===== config.mk =====
export PLATFORM = sky130hd
export DESIGN_NAME = mem_port_arbiter
export DESIGN_NICKNAME = d
export VERILOG_FILES = /design/src/rtl/mem_port_arbiter.sv
export SDC_FILE = /design/constraint.sdc
export NUM_CORES = 1
export LEC_CHECK = 0
export ABC_CLOCK_PERIOD_IN_PS = 4010
export CORE_ASPECT_RATIO = 1.4
export CORE_UTILIZATION = 28
export CTS_CLUSTER_DIAMETER = 120
export DETAILED_ROUTE_END_ITERATION = 10
export GPL_TIMING_DRIVEN = 0
export PLACE_DENSITY = 0.55
export SYNTH_ARGS = -nofsm -noshare
export SYNTH_HDL_FRONTEND = slang
export SYNTH_SLANG_ARGS = --single-unit

===== constraint.sdc =====
create_clock -name clk -period 4.01 [get_ports clk]
set_input_delay 1.0025 -clock clk [delete_from_list [all_inputs] [get_ports clk]]
set_output_delay 1.0025 -clock clk [all_outputs]
set_load 0.01 [all_outputs]

===== src/rtl/mem_port_arbiter.sv =====
// Arbitrates a fetch port and a load/store port onto one single-outstanding memory port,
// with sub-word lane steering on stores and lane extraction/extension on loads.
//
// state   | meaning
// --------+---------------------------------------------------------------
// IDLE    | no memory access in flight; picks a winner each cycle
// BUSY_IF | fetch access issued, waiting for mem_ack
// BUSY_DM | load/store access issued, waiting for mem_ack
module mem_port_arbiter (
    input  logic        clk,
    input  logic        rst,
    input  logic        if_req,
    input  logic [31:0] if_addr,
    output logic [31:0] if_rdata,
    output logic        if_ready,
    input  logic [1:0]  dm_read,
    input  logic [1:0]  dm_write,
    input  logic        dm_se,
    input  logic [31:0] dm_addr,
    input  logic [31:0] dm_wdata,
    output logic [31:0] dm_rdata,
    output logic        dm_ready,
    output logic        dm_err,
    output logic        mem_req,
    output logic        mem_we,
    output logic [3:0]  mem_be,
    output logic [31:0] mem_addr,
    output logic [31:0] mem_wdata,
    input  logic [31:0] mem_rdata,
    input  logic        mem_ack
);

    typedef enum logic [1:0] {
        IDLE    = 2'd0,
        BUSY_IF = 2'd1,
        BUSY_DM = 2'd2
    } state_t;

    localparam logic [1:0] SZ_BYTE = 2'b01;
    localparam logic [1:0] SZ_HALF = 2'b10;
    localparam logic [1:0] SZ_WORD = 2'b11;

    state_t      state, state_nxt;
    logic [1:0]  dm_streak, dm_streak_nxt;
    logic [1:0]  op_size, op_size_nxt;
    logic [1:0]  op_lane, op_lane_nxt;
    logic        op_se, op_se_nxt;
    logic        op_store, op_store_nxt;

    logic        mem_req_nxt, mem_we_nxt;
    logic [3:0]  mem_be_nxt;
    logic [31:0] mem_addr_nxt, mem_wdata_nxt;
    logic        if_ready_nxt, dm_ready_nxt, dm_err_nxt;
    logic [31:0] if_rdata_nxt, dm_rdata_nxt;

    logic        dm_pending, dm_store, dm_misaligned;
    logic [1:0]  dm_size;

    function automatic logic [31:0] extract_load(input logic [31:0] word, input logic [1:0] size,
                                                 input logic [1:0] lane, input logic se);
        logic [7:0]  b;
        logic [15:0] h;
        logic [31:0] r;
        case (lane)
            2'd0:    b = word[7:0];
            2'd1:    b = word[15:8];
            2'd2:    b = word[23:16];
            default: b = word[31:24];
        endcase
        h = lane[1] ? word[31:16] : word[15:0];
        case (size)
            SZ_BYTE: r = {{24{se & b[7]}}, b};
            SZ_HALF: r = {{16{se & h[15]}}, h};
            default: r = word;
        endcase
        return r;
    endfunction

    // A simultaneous load and store request performs the store only.
    always_comb begin
        dm_store      = (dm_write != 2'b00);
        dm_pending    = dm_store || (dm_read != 2'b00);
        dm_size       = dm_store ? dm_write : dm_read;
        dm_misaligned = ((dm_size == SZ_HALF) && dm_addr[0]) ||
                        ((dm_size == SZ_WORD) && (dm_addr[1:0] != 2'b00));
    end

    always_comb begin
        state_nxt     = state;
        dm_streak_nxt = dm_streak;
        op_size_nxt   = op_size;
        op_lane_nxt   = op_lane;
        op_se_nxt     = op_se;
        op_store_nxt  = op_store;
        mem_req_nxt   = mem_req;
        mem_we_nxt    = mem_we;
        mem_be_nxt    = mem_be;
        mem_addr_nxt  = mem_addr;
        mem_wdata_nxt = mem_wdata;
        if_rdata_nxt  = if_rdata;
        dm_rdata_nxt  = dm_rdata;
        if_ready_nxt  = 1'b0;
        dm_ready_nxt  = 1'b0;
        dm_err_nxt    = 1'b0;

        case (state)
            IDLE: begin
                // The winner is picked from raw requests; a winner still showing its ready
                // pulse is not granted and the other port waits too this cycle.
                if (if_req && (!dm_pending || (dm_streak == 2'd3))) begin
                    if (!if_ready) begin
                        state_nxt     = BUSY_IF;
                        dm_streak_nxt = 2'd0;
                        mem_req_nxt   = 1'b1;
                        mem_we_nxt    = 1'b0;
                        mem_be_nxt    = 4'b1111;
                        mem_addr_nxt  = if_addr & 32'hFFFF_FFFC;
                        mem_wdata_nxt = 32'h0;
                    end
                end else if (dm_pending && !dm_ready) begin
                    dm_streak_nxt = if_req ? dm_streak + 2'd1 : 2'd0;
                    if (dm_misaligned) begin
                        // Misaligned accesses complete immediately without touching memory.
                        dm_ready_nxt = 1'b1;
                        dm_err_nxt   = 1'b1;
                        dm_rdata_nxt = 32'h0;
                    end else begin
                        state_nxt     = BUSY_DM;
                        op_size_nxt   = dm_size;
                        op_lane_nxt   = dm_addr[1:0];
                        op_se_nxt     = dm_se;
                        op_store_nxt  = dm_store;
                        mem_req_nxt   = 1'b1;
                        mem_we_nxt    = dm_store;
                        mem_addr_nxt  = {dm_addr[31:2], 2'b00};
                        mem_wdata_nxt = dm_store ? dm_wdata : 32'h0;
                        mem_be_nxt    = 4'b1111;
                        case (dm_size)
                            SZ_BYTE: begin
                                mem_be_nxt = 4'b0001 << dm_addr[1:0];
                                if (dm_store) mem_wdata_nxt = {4{dm_wdata[7:0]}};
                            end
                            SZ_HALF: begin
                                mem_be_nxt = dm_addr[1] ? 4'b1100 : 4'b0011;
                                if (dm_store) mem_wdata_nxt = {2{dm_wdata[15:0]}};
                            end
                            default: mem_be_nxt = 4'b1111;
                        endcase
                    end
                end
            end

            BUSY_IF: begin
                if (mem_ack) begin
                    state_nxt     = IDLE;
                    if_ready_nxt  = 1'b1;
                    if_rdata_nxt  = mem_rdata;
                    mem_req_nxt   = 1'b0;
                    mem_we_nxt    = 1'b0;
                    mem_be_nxt    = 4'b0000;
                    mem_addr_nxt  = 32'h0;
                    mem_wdata_nxt = 32'h0;
                end
            end

            BUSY_DM: begin
                if (mem_ack) begin
                    state_nxt     = IDLE;
                    dm_ready_nxt  = 1'b1;
                    dm_rdata_nxt  = op_store ? 32'h0
                                             : extract_load(mem_rdata, op_size, op_lane, op_se);
                    mem_req_nxt   = 1'b0;
                    mem_we_nxt    = 1'b0;
                    mem_be_nxt    = 4'b0000;
                    mem_addr_nxt  = 32'h0;
                    mem_wdata_nxt = 32'h0;
                end
            end

            default: state_nxt = IDLE;
        endcase
    end

    always_ff @(posedge clk) begin
        if (rst) begin
            state     <= IDLE;
            dm_streak <= 2'd0;
            op_size   <= 2'd0;
            op_lane   <= 2'd0;
            op_se     <= 1'b0;
            op_store  <= 1'b0;
            mem_req   <= 1'b0;
            mem_we    <= 1'b0;
            mem_be    <= 4'b0000;
            mem_addr  <= 32'h0;
            mem_wdata <= 32'h0;
            if_ready  <= 1'b0;
            dm_ready  <= 1'b0;
            dm_err    <= 1'b0;
            if_rdata  <= 32'h0;
            dm_rdata  <= 32'h0;
        end else begin
            state     <= state_nxt;
            dm_streak <= dm_streak_nxt;
            op_size   <= op_size_nxt;
            op_lane   <= op_lane_nxt;
            op_se     <= op_se_nxt;
            op_store  <= op_store_nxt;
            mem_req   <= mem_req_nxt;
            mem_we    <= mem_we_nxt;
            mem_be    <= mem_be_nxt;
            mem_addr  <= mem_addr_nxt;
            mem_wdata <= mem_wdata_nxt;
            if_ready  <= if_ready_nxt;
            dm_ready  <= dm_ready_nxt;
            dm_err    <= dm_err_nxt;
            if_rdata  <= if_rdata_nxt;
            dm_rdata  <= dm_rdata_nxt;
        end
    end

endmodule


==> out/results.ini <==
[routing]
drtAntennaViolNets=0
vias_per_cell=4.892
drt_iter0_markers=307
dr.pass1.iters=4
via_count=5988
drc=0
wl_per_cell_um=18.66
drt-total-wl_um=22840

[yosys]
synth-edff-count=0
synth_top_family_by_area=compound AO/OA/AOI/OAI gates
yosysSeqAreaShare=0.4737
synth_adder_area_share=0.02042
avgSynthCellArea_um2=9.257
synthDistinctLibCells=46
ys_ff_latch=145
synth_warnings=0
synth_simple_gate_area_share=0.1309
syn_area_um2=6128
postSynthCellCount=662
synth.area.mux_share=0.07554
ys.flop_type=dfxtp_1
synth_compound_area_frac=0.2523
synthArstFlopShare=0
synthXorXnorAreaFrac=0

[clock_tree]
clk_latency_ns=0.42
numCtsBuffers=17
clock-sinks=145
path_clk_slew_ns=0.06
cts_buffer_depth=2
cts.repair.resized=0
cts_tree=done
htreeDepth=4
cts_setup_buffers=0
cts.hold.buffers_added=0
cts-root-buf=clkbuf_16

[layout]
final_common_cell=clkdlybuf4s50_1
fillCellCount=2130
stdcell_count=1224
n_antenna_cell=0
nNetsFinal=1098
layout-drive-gt1-share=0.06017
area_growth_pct=58.68
final_cell_mix=clkdlybuf4s50_1, dfxtp_1, nand2_1

[floorplan]
io_pins=274
die_area_um2=22490
rows=63
start_util=0.2879
die_h_um=177.1
coreArea_um2=21280
die_width_um=127.0

[flow_run]
cap_violations=0

[power]
p_per_area_nw_per_um2=604.1
power_frac_comb=0.396
switchingPower_uw=2079
irDropWorstVdd_uv=331.4
p_sw_frac=0.3539
p_seq_frac=0.337
p_int_uw=3796
leakage_uw=0.003649
power_frac_clock=0.267

[global_routing]
grt_usage=0.2052
antenna_found_initial=0
grt_overflow=0
grt_max_degree=17
grt_pass1_wl_um=34600
grt_pass1_vias=6194

[timing]
period_share=0.9279
rsz0062_at_grt=no
finalSetupViolCount=0
maxSlewHeadroom=0.3082
worst_hold_slack_ns=0.4488
tightest_slew_ns=1.029
finalCriticalPeriod_ns=3.721
setup_ws_ns=0.2891
hold_violations=0
max_clock_freq_mhz=268.8
slew_viol_final=0
clock_skew_ns=0.007829

[critical_path]
startpoint_type=primary input
crit_fanout=10
crit_arrival_ns=4.08
cp.required_ns=4.37
criticalPathCategory=primary input to flip-flop
end_kind=flip-flop

[place]
io_buffer_count=269
dp_slack_ns=-0.1141
gp_congestion=0.8240
dp_cells=1192
hpwl_um=17700

[outcome]
outcome=finished, final reports clean

[hold_path]
min_path_type=flip-flop to flip-flop

-- path summary, 6_finish.rpt --
| kind | from | to | slack [ns] | depth (start not counted) |
|---|---|---|---|---|
| min reg2reg | dm_rdata[25] | dm_rdata[25] | 0.45 | 2 |
| max reg2reg | dm_streak[0] | dm_rdata[22] | 1.41 | 8 |
| max | dm_write[0] | mem_wdata[1] | 0.29 | 11 |
| min | dm_rdata[25] | dm_rdata[25] | 0.45 | 2 |
-- stage by stage --
stage	cell area, um2	util	TNS [ns]	power [uW]
finish	9724	0.4569	0	5875
floorplan	6132	-	0	3168
detailed placement	9150	0.4299	-2.704	4343
global route	9724	0.4569	0	6211
global placement	9150	0.4299	-1.330	4343
CTS	9724	0.4569	0	5941
-- worst max-delay path, cell delays in order --
cell and delay, ns:
clkdlybuf4s50_1 0.56, inv_1 0.06, a21oi_1 0.32, inv_1 0.11, ha_1 0.25, o21a_1 0.21, o41ai_2 0.46, o21ai_2 0.25
a211oi_4 0.43, buf_4 0.26, a22o_1 0.15
-- power by group through the flow --
stage                     Sequential [uW]  Combinational (uW)  Clock, uW
after detailed placement             2000                2340          0
after CTS                            1980                2360       1600
after global routing                 2020                2510       1680
after global placement               2000                2340          0
after floorplan                      2130                1040          0
final                                1980                2320       1570
-- kinds of logic (layout without fill, tap and decap cells) --
| group | count (synthesis) | count (layout) |
|---|---|---|
| AOI/OAI and AO/OA | 221 | 221 |
| adders and majority gates | 10 | 10 |
| buffers and inverters | 64 | 365 |
| DFF | 145 | 145 |
| muxes | 44 | 44 |
| other | 1 | 2 |
| and+or+nand+nor | 177 | 177 |
-- layout make-up --
type | count | area, um2 | share of cell area
Buffer | 48 | 225.2 | 0.02316
Clock buffer | 17 | 425.4 | 0.04375
Clock inverter | 15 | 148.9 | 0.01531
Inverter | 16 | 60.06 | 0.006176
Multi-Input combinational cell | 454 | 2944 | 0.3028
Sequential cell | 145 | 2903 | 0.2985
Tap cell | 260 | 325.3 | 0.03345
Timing Repair Buffer | 269 | 2693 | 0.2769
-- flip-flops by register name (all words and copies together) (netlist names), 2 cells and up --
name       count
state          2
op_size        2
mem_be         4
dm_streak      2
op_lane        2
if_rdata      32
dm_rdata      32
mem_wdata     32
mem_addr      30
-- layer usage --
metal	track usage	part of all wire	vias to the layer above
met5	0	0	-
met2	0.3729	0.51	257
met1	0.2159	0.39	2746
li1	-	-	2950
met4	0.08532	0.027	0
met3	0.06711	0.078	35
-- synthesized netlist by cell type (2+ instances only) --
cell,n,area [um2]
a211oi_1,4,30.03
a21o_1,3,22.52
a21oi_1,48,240.2
a221oi_1,8,70.07
a22o_1,19,166.4
a22oi_1,23,172.7
a2bb2oi_1,7,61.31
and2_1,3,18.77
buf_1,5,18.77
buf_2,3,15.01
buf_4,3,22.52
buf_6,4,45.04
clkbuf_1,33,123.9
dfxtp_1,145,2903
ha_1,10,125.1
inv_1,16,60.06
mux2_2,8,90.09
mux2i_1,35,350.3
nand2_1,113,424.2
nand2b_1,2,12.51
nor2_1,19,71.32
nor2b_1,20,125.1
nor3_1,2,10.01
nor3b_1,10,75.07
nor4_2,2,25.02
o21a_1,3,22.52
o21ai_0,49,245.2
o2bb2ai_1,47,411.6
Power figures use the tool's default switching activity.
